## src/rtl/mem_pkg.sv

```systemverilog
// Shared types and encodings for the memory request scheduler slice.
package mem_pkg;

  typedef enum logic [2:0] {
    ST_IDLE    = 3'd0,
    ST_IF_WAIT = 3'd1,
    ST_LD_WAIT = 3'd2,
    ST_ST_WAIT = 3'd3,
    ST_GAP     = 3'd4
  } sched_state_t;

  localparam logic [1:0] LEN_BYTE = 2'b00;
  localparam logic [1:0] LEN_HALF = 2'b01;
  localparam logic [1:0] LEN_WORD = 2'b11;

  localparam int unsigned CNT_W_DEF      = 3;
  localparam int unsigned STARVE_MAX_DEF = 4;

endpackage

```

## src/rtl/mem_grant_arbiter.sv

```systemverilog
// LSB-first arbiter with a starvation bound that forces a fetch grant
// after STARVE_MAX consecutive LSB grants while fetch is waiting.
module mem_grant_arbiter
  import mem_pkg::*;
#(
  parameter int unsigned STARVE_MAX = STARVE_MAX_DEF,
  parameter int unsigned CNT_W      = CNT_W_DEF
) (
  input  logic clk_in,
  input  logic rst_in,
  input  logic rdy_in,
  input  logic arb_en,
  input  logic if_req,
  input  logic ls_req,
  output logic gnt_if,
  output logic gnt_ls
);

  logic [CNT_W-1:0] cnt;

  // Priority decision: LSB wins unless fetch has been starved too long.
  always_comb begin
    gnt_ls = arb_en && ls_req && (!if_req || (cnt < CNT_W'(STARVE_MAX)));
    gnt_if = arb_en && if_req && !gnt_ls;
  end

  // Starvation counter: counts LSB grants taken over a waiting fetch.
  always_ff @(posedge clk_in) begin
    if (rst_in) begin
      cnt <= '0;
    end else if (rdy_in) begin
      if (gnt_ls) begin
        if (!if_req)
          cnt <= '0;
        else if (cnt != CNT_W'(STARVE_MAX))
          cnt <= cnt + 1'b1;
      end else if (gnt_if) begin
        cnt <= '0;
      end
    end
  end

endmodule

```

## src/rtl/mem_req_scheduler.sv

```systemverilog
// Single-outstanding request scheduler between fetch/LSB and the memory
// controller; latches the granted request and returns results with an ack.
module mem_req_scheduler
  import mem_pkg::*;
#(
  parameter int unsigned STARVE_MAX = STARVE_MAX_DEF,
  parameter int unsigned CNT_W      = CNT_W_DEF
) (
  input  logic        clk_in,
  input  logic        rst_in,
  input  logic        rdy_in,
  input  logic        clear_signal,
  input  logic        if_req,
  input  logic [31:0] if_a,
  output logic        if_ack,
  output logic [63:0] if_d,
  input  logic        ls_req,
  input  logic        ls_wr,
  input  logic        ls_signed,
  input  logic [1:0]  ls_len,
  input  logic [31:0] ls_a,
  input  logic [31:0] ls_din,
  output logic        ls_ack,
  output logic [31:0] ls_dout,
  output logic        instr_signal,
  output logic [31:0] instr_a,
  input  logic [63:0] instr_d,
  input  logic        instr_done,
  output logic        lsb_signal,
  output logic        lsb_wr,
  output logic        lsb_signed,
  output logic [1:0]  lsb_len,
  output logic [31:0] lsb_a,
  output logic [31:0] lsb_din,
  input  logic [31:0] lsb_dout,
  input  logic        lsb_done,
  output logic        busy
);

  sched_state_t state, state_nxt;

  logic        gnt_if, gnt_ls;
  logic        if_ack_nxt, ls_ack_nxt;
  logic [63:0] if_d_nxt;
  logic [31:0] ls_dout_nxt;
  logic        instr_signal_nxt, lsb_signal_nxt;
  logic [31:0] instr_a_nxt, lsb_a_nxt, lsb_din_nxt;
  logic        lsb_wr_nxt, lsb_signed_nxt;
  logic [1:0]  lsb_len_nxt;

  mem_grant_arbiter #(
    .STARVE_MAX (STARVE_MAX),
    .CNT_W      (CNT_W)
  ) u_arb (
    .clk_in (clk_in),
    .rst_in (rst_in),
    .rdy_in (rdy_in),
    .arb_en ((state == ST_IDLE) && !clear_signal),
    .if_req (if_req),
    .ls_req (ls_req),
    .gnt_if (gnt_if),
    .gnt_ls (gnt_ls)
  );

  assign busy = (state != ST_IDLE);

  // Next-state and next-output decode; every output is registered below.
  always_comb begin
    state_nxt        = state;
    if_ack_nxt       = 1'b0;
    ls_ack_nxt       = 1'b0;
    if_d_nxt         = if_d;
    ls_dout_nxt      = ls_dout;
    instr_signal_nxt = instr_signal;
    instr_a_nxt      = instr_a;
    lsb_signal_nxt   = lsb_signal;
    lsb_wr_nxt       = lsb_wr;
    lsb_signed_nxt   = lsb_signed;
    lsb_len_nxt      = lsb_len;
    lsb_a_nxt        = lsb_a;
    lsb_din_nxt      = lsb_din;
    unique case (state)
      ST_IDLE: begin
        if (gnt_ls) begin
          lsb_signal_nxt = 1'b1;
          lsb_wr_nxt     = ls_wr;
          lsb_signed_nxt = ls_signed;
          lsb_len_nxt    = ls_len;
          lsb_a_nxt      = ls_a;
          lsb_din_nxt    = ls_din;
          state_nxt      = ls_wr ? ST_ST_WAIT : ST_LD_WAIT;
        end else if (gnt_if) begin
          instr_signal_nxt = 1'b1;
          instr_a_nxt      = if_a;
          state_nxt        = ST_IF_WAIT;
        end
      end
      ST_IF_WAIT: begin
        if (clear_signal) begin
          instr_signal_nxt = 1'b0;
          state_nxt        = ST_GAP;
        end else if (instr_done) begin
          if_d_nxt         = instr_d;
          if_ack_nxt       = 1'b1;
          instr_signal_nxt = 1'b0;
          state_nxt        = ST_GAP;
        end
      end
      ST_LD_WAIT: begin
        if (clear_signal) begin
          lsb_signal_nxt = 1'b0;
          state_nxt      = ST_GAP;
        end else if (lsb_done) begin
          ls_dout_nxt    = lsb_dout;
          ls_ack_nxt     = 1'b1;
          lsb_signal_nxt = 1'b0;
          state_nxt      = ST_GAP;
        end
      end
      ST_ST_WAIT: begin
        if (lsb_done) begin
          ls_ack_nxt     = 1'b1;
          lsb_signal_nxt = 1'b0;
          state_nxt      = ST_GAP;
        end
      end
      ST_GAP: begin
        state_nxt = ST_IDLE;
      end
      default: begin
        state_nxt = ST_IDLE;
      end
    endcase
  end

  // State and output registers; rdy_in low freezes everything.
  always_ff @(posedge clk_in) begin
    if (rst_in) begin
      state        <= ST_IDLE;
      if_ack       <= 1'b0;
      if_d         <= '0;
      ls_ack       <= 1'b0;
      ls_dout      <= '0;
      instr_signal <= 1'b0;
      instr_a      <= '0;
      lsb_signal   <= 1'b0;
      lsb_wr       <= 1'b0;
      lsb_signed   <= 1'b0;
      lsb_len      <= '0;
      lsb_a        <= '0;
      lsb_din      <= '0;
    end else if (rdy_in) begin
      state        <= state_nxt;
      if_ack       <= if_ack_nxt;
      if_d         <= if_d_nxt;
      ls_ack       <= ls_ack_nxt;
      ls_dout      <= ls_dout_nxt;
      instr_signal <= instr_signal_nxt;
      instr_a      <= instr_a_nxt;
      lsb_signal   <= lsb_signal_nxt;
      lsb_wr       <= lsb_wr_nxt;
      lsb_signed   <= lsb_signed_nxt;
      lsb_len      <= lsb_len_nxt;
      lsb_a        <= lsb_a_nxt;
      lsb_din      <= lsb_din_nxt;
    end
  end

endmodule

```

## config.mk

```make
export PLATFORM = sky130hd
export DESIGN_NAME = mem_req_scheduler
export DESIGN_NICKNAME = d
export VERILOG_FILES = /design/src/rtl/mem_pkg.sv /design/src/rtl/mem_grant_arbiter.sv /design/src/rtl/mem_req_scheduler.sv
export SDC_FILE = /design/constraint.sdc
export NUM_CORES = 1
export LEC_CHECK = 0
export ABC_CLOCK_PERIOD_IN_PS = 3900
export BUFFER_PORTS_ARGS = -buffer_cell sky130_fd_sc_hd__buf_4
export CAP_MARGIN = 15
export CORE_ASPECT_RATIO = 0.8
export CORE_UTILIZATION = 27
export CTS_BUF_LIST = sky130_fd_sc_hd__clkbuf_8
export DETAILED_ROUTE_END_ITERATION = 16
export GPL_ROUTABILITY_DRIVEN = 0
export PLACE_DENSITY = 0.49
export SLEW_MARGIN = 20
export SYNTH_ARGS = -nofsm -noshare
export SYNTH_HDL_FRONTEND = slang
export SYNTH_SLANG_ARGS = --single-unit
export TNS_END_PERCENT = 10
```

## constraint.sdc

```tcl
create_clock -name clk_in -period 3.9 [get_ports clk_in]
set_input_delay 0.195 -clock clk_in [delete_from_list [all_inputs] [get_ports clk_in]]
set_output_delay 0.195 -clock clk_in [all_outputs]
set_load 0.01 [all_outputs]
```

==> results of run 1 <==
[metrics by stage]
stage	instances	setup WS [ns]	total power, mW
final	1858	1.40	4.84
after detailed placement	1600	1.38	2.69
after global placement	1600	1.40	2.69
after floorplan	895	2.27	2.41
after CTS	1858	1.39	4.93
after global routing	1858	1.25	5.08
[worst paths after layout]
check            start         to
min             rdy_in     if_ack
min reg2reg  lsb_a[18]  lsb_a[18]
max           state[2]   if_d[27]
max reg2reg   state[2]   if_d[27]
[per-layer routing]
metal,GRT usage,vias to the layer above
li1,-,4079
met1,0.224,3683
met2,0.315,308
met3,0.0571,54
met4,0.0663,0
met5,0,-
[critical path, cell delays in order (launching register included)]
cell and delay (ns):
dfxtp_1 0.37, nand2b_1 0.31, or4_2 1.06, buf_4 0.40, nand2_1 0.11, a21oi_1 0.06
[layout make-up]
class                           instances  area, µm²  share of cell area
Timing Repair Buffer                  611       5090               0.382
Sequential cell                       206       4120               0.309
Clock buffer                           47        647              0.0485
Clock inverter                         15       87.6             0.00657
Inverter                                5       18.8             0.00141
Tap cell                              357        447              0.0335
Multi-Input combinational cell        617       2920               0.219
[registers in the layout, summed over array words and instances, names as in the netlist, 2 cells and up]
signal     cells
if_d          64
instr_a       32
u_arb.cnt      3
ls_dout       32
state          3
lsb_a         32
lsb_len        2
lsb_din       32
[cell usage in the layout, fill, tap and decap left out, types with 2 or more instances in the layout]
cell type	synthesis	routed
a211o_1	2	2
a21oi_1	173	173
a32oi_1	2	2
and3_1	3	2
buf_4	1	413
clkbuf_8	0	47
dfxtp_1	206	206
dlygate4sd3_1	0	196
ha_1	2	2
inv_1	5	17
mux2i_1	32	32
nand2_1	332	332
nand2b_1	3	3
nor2_1	41	41
nor2b_1	2	2
o211ai_1	2	2
o21ai_0	2	2
[synth_stat cells (2+ instances only)]
library cell  number  area [µm²]
a21oi_1          173         866
nand3_1            2        10.0
o211ai_1           2        15.0
ha_1               2        25.0
buf_2             18        90.1
nor2_1            41         154
a32oi_1            2        17.5
a211o_1            2        17.5
nand2b_1           3        18.8
buf_6             17         191
clkbuf_1          31         116
inv_1              5        18.8
mux2i_1           32         320
and3_1             3        18.8
o21ai_0            2        10.0
nand2_1          332        1250
or4_1              2        15.0
dfxtp_1          206        4120
nor2b_1            2        12.5
[what timing repair did]
item / 4_1_cts / 5_1_grt
hold buffers: 196 / 0
endpoints found under the hold margin: 196 / 0
endpoints found under the setup margin: 0 / 0
[cells by family (layout without fill, tap and decap cells)]
group                    Yosys count  in the layout  share of synthesized area
multiplexers                      32             32                     0.0430
flip-flops                       206            206                      0.554
adder cells (fa/ha/maj)            2              2                    0.00336
AND/OR/NAND/NOR                  395            395                      0.210
buffers and inverters             72            678                     0.0570
AO/OA/AOI/OAI                    188            188                      0.133
[power by group through the flow]
stage | registers (mW) | logic [mW] | clock network (mW)
final | 2.18 | 0.622 | 2.03
after global routing | 2.19 | 0.673 | 2.22
after CTS | 2.18 | 0.626 | 2.13
after detailed placement | 2.23 | 0.460 | 0
after global placement | 2.23 | 0.459 | 0
after floorplan | 2.24 | 0.165 | 0
==> metrics.yaml, run 1 <==
rows: 53
wl_met1_um: 11700
top_layer: "met4"
placed_area_um2: 10600
via_per_inst: 4.37
p_sw_mw: 1.18
worstSetupPathType: "flip-flop to flip-flop"
ys.flop_type: "dfxtp_1"
wl_met3_um: 2220
whs_ns: 0.0483
die_h_um: 151
drt_iter0_drc: 272
peakVddDrop_uv: 227
antenna_found_initial: 0
combPwrFrac: 0.129
ys_ff_latch: 206
p_int_mw: 3.66
synth_nets: 1101
yosys_warnings: 0
clk_latency_ns: 0.52
switching_share: 0.243
track_usage: 0.186
routed_wl_um: 27900
maxCapViolCount: 0
fp.dieArea_um2: 28300
grt_overflow: 0
status: "finished, final reports clean"
post_cts_buffers: 0
period_minus_slack_ns: 2.50
cts-htree-levels: 2
area_delta_synth_final_pct: 79.1
synth-edff-count: 0
drtPass1Iterations: 6
antennaDiodeCount: 0
cts_buffer_depth: 3
power_leakage_nw: 5.91
regToRegSetupSlack_ns: 1.40
syn_avg_cell_area_um2: 8.32
clockPowerShare: 0.420
finalClockSkew_ns: 0.00759
drc_errors: 0
synth_cells: 895
fin_tns_setup_ns: 0
hold_path.class: "input port to flip-flop"
async_reset_ff_frac: 0
clkTransAtPathRegs_ns: 0.06
cts-buffers-inserted: 37
die_w_um: 188
slew_violations: 0
start_kind: "flip-flop"
setup_viol: 0
antenna_left: 0
grt_pass1_vias: 7922
min_path_cells: 4
fmax_ghz: 0.400
r2r_cells: 5
wl_per_cell_um: 15.0
clock_sinks: 206
grt_max_degree: 117
route.met2.wl_um: 13300
cts_tree: "yes"
synth_cell_types: 37
vias: 8124
worst_pin_slew_ns: 1.07
crit_fanout: 33
hold_viol: 0
worstPathRequired_ns: 4.25
drive_gt1_frac: 0.316
critPathCaptureType: "flip-flop"
utilization: 0.500
layout.nets: 1684
finalCritPeriodShare: 0.642
syn-cell-area_um2: 7450
rsz0062_at_grt: "false"
fillers: 2589
ys_seq_area_frac: 0.554
cts_resized: 0
worstPathArrival_ns: 2.85
place_hpwl_um: 18300
start_util: 0.279
port_buffers: 404
grt_pass1_wl_um: 42000
power_frac_seq: 0.451
maxSlewHeadroom: 0.279
coreArea_um2: 26700
final_area_um2: 13300
io_pins: 405
root_buffer: "clkbuf_8"
powerDensity_nw_per_um2: 363
Power figures use the tool's default switching activity.
==> run 2: changes to the inputs <==
Settings changed: ABC_CLOCK_PERIOD_IN_PS 3900 to 2250, PLACE_DENSITY 0.49 to 0.51.
Clock period 3.9 ns to 2.25 ns, I/O delays scaled along.
==> run 2 against run 1 <==
  * Flip-flop and latch count stayed put
  * Highest routed layer unchanged
  * Global-route usage about the same
  * Largest cell class unchanged
  * Design area rose by 1.1%
  * Non-clock buffer count rose by 11
  * Via count unchanged
  * Critical path type unchanged
==> metrics.yaml, run 2 (synthesis gave the netlist of run 1 again) <==
rr_endpoint: "if_d[24]"
slew_violations: 0  # unchanged
die_w_um: 188  # unchanged
clkTransAtPathRegs_ns: 0.06  # about the same
routed_wl_um: 27400  # -1.8%
placed_area_um2: 10800  # +1.3%
place_hpwl_um: 18200  # -0.64%
final_area_um2: 13500  # +1.1%
layout.nets: 1696  # +0.71%
antenna_left: 0  # unchanged
maxSlewHeadroom: 0.607  # +0.328
cts_buffer_depth: 3  # unchanged
fillers: 2535  # -2.1%
r2r_cells: 5  # unchanged
final_cell_mix: "416 x buf_4, 332 x nand2_1, 206 x dfxtp_1, 198 x dlygate4sd3_1, 173 x a21oi_1"
drt_iter0_drc: 244  # -10%
drc_errors: 0  # unchanged
fp.dieArea_um2: 28300  # unchanged
largest_reg_flops: 64  # unchanged
coreArea_um2: 26700  # unchanged
grt_pass1_wl_um: 42400  # +1.0%
drive_gt1_frac: 0.321  # +0.00429
grt_max_degree: 69  # -41%
worst_pin_slew_ns: 0.590  # -0.483 ns
grt_pass1_vias: 8069  # +1.9%
cts-htree-levels: 2  # unchanged
worstPathRequired_ns: 2.62  # -1.63 ns
cts_tree: "yes"
hold_path.class: "input port to flip-flop"
cts-buffers-inserted: 38  # +2.7%
drtPass1Iterations: 4  # -2
worstPathArrival_ns: 2.23  # -0.62 ns
period_minus_slack_ns: 1.87  # -0.637 ns
area_delta_synth_final_pct: 81.1
r2r_start: "state[0]"
io_pins: 405  # unchanged
port_buffers: 404  # unchanged
worstSetupPathType: "flip-flop to flip-flop"
fin_tns_setup_ns: 0  # unchanged
antennaDiodeCount: 0  # unchanged
status: "finished, final reports clean"
maxCapViolCount: 0  # unchanged
powerDensity_nw_per_um2: 622  # +71%
start_util: 0.279  # unchanged
mostFrequentLayoutCell: "buf_4"
cts_resized: 0  # unchanged
hold_end: "if_d[4]"
rsz0062_at_grt: "false"
min_path_cells: 2  # -2
holdCritStartpoint: "rst_in"
finalClockSkew_ns: 0.0116  # +0.00397 ns
die_h_um: 151  # unchanged
crit_fanout: 47  # +42%
clk_latency_ns: 0.51  # about the same
antenna_found_initial: 0  # unchanged
track_usage: 0.186  # -0.000335
wl_per_cell_um: 14.7  # -2.2%
fmax_ghz: 0.536  # +34%
regToRegSetupSlack_ns: 0.38  # -1.01 ns
power_leakage_nw: 5.98  # +1.1%
root_buffer: "clkbuf_8"
start_kind: "flip-flop"
vias: 8124  # unchanged
setup_viol: 0  # unchanged
finalCritPeriodShare: 0.829  # +0.188
critPathCaptureType: "flip-flop"
top_register: "if_d"
via_per_inst: 4.35  # -0.43%
rows: 53  # unchanged
peakVddDrop_uv: 420  # +85%
clock_sinks: 206  # unchanged
grt_overflow: 0  # unchanged
hold_viol: 0  # unchanged
-- run 2: critical path, cell delays in order (launching register included) --
cell and delay, ns:
dfxtp_1 0.52, nand2b_1 0.17, or4_2 0.62, buf_12 0.21, nand2_1 0.10, a21oi_1 0.06
-- run 2: power by group --
part	switching (mW)	internal (mW)	total (mW)
Clock	1.52	1.97	3.49
Sequential	0.0520	3.73	3.79
Combinational	0.447	0.663	1.11
-- run 2: final cells by class --
class,count,area (µm²),area share
Inverter,5,18.8,0.00139
Clock buffer,47,647,0.0480
Clock inverter,12,76.3,0.00566
Timing Repair Buffer,622,5260,0.390
Sequential cell,206,4120,0.306
Tap cell,357,447,0.0331
Multi-Input combinational cell,617,2920,0.217
-- run 2: how the worst max path moves through the flow --
stage	from	to	slack, ns	cells past startpoint
after CTS	state[0]	if_d[34]	0.38	5
after global routing	state[0]	if_d[14]	0.26	5
after floorplan	state[2]	if_d[0]	0.62	7
after detailed placement	state[0]	if_d[24]	0.39	5
final	state[0]	if_d[24]	0.38	5
after global placement	u_arb.cnt[2]	lsb_a[22]	0.40	5
-- run 2: routing by layer --
| metal | part of all wire | wire length [µm] | vias to the layer above | track usage |
|---|---|---|---|---|
| met4 | 0.026 | 707 | 0 | 0.0622 |
| met3 | 0.076 | 2080 | 58 | 0.0550 |
| met2 | 0.48 | 13200 | 298 | 0.321 |
| met5 | 0 | 0 | - | 0 |
| met1 | 0.42 | 11400 | 3667 | 0.221 |
| li1 | - | - | 4101 | - |
-- run 2: what timing repair did --
action / CTS / global route
hold endpoints to repair: 200 / 0
setup buffers: 0 / 0
hold buffers: 198 / 0
-- run 2: metrics by stage --
step,utilization,worst slack (ns),cells,hold slack (ns),power [mW]
after floorplan,-,0.619,895,0.248,4.18
final,0.506,0.385,1866,0.0607,8.39
after global placement,0.405,0.404,1609,0.341,4.69
after detailed placement,0.405,0.386,1609,0.349,4.69
after CTS,0.506,0.383,1866,0.0316,8.52
after global routing,0.506,0.258,1866,0.0481,8.81
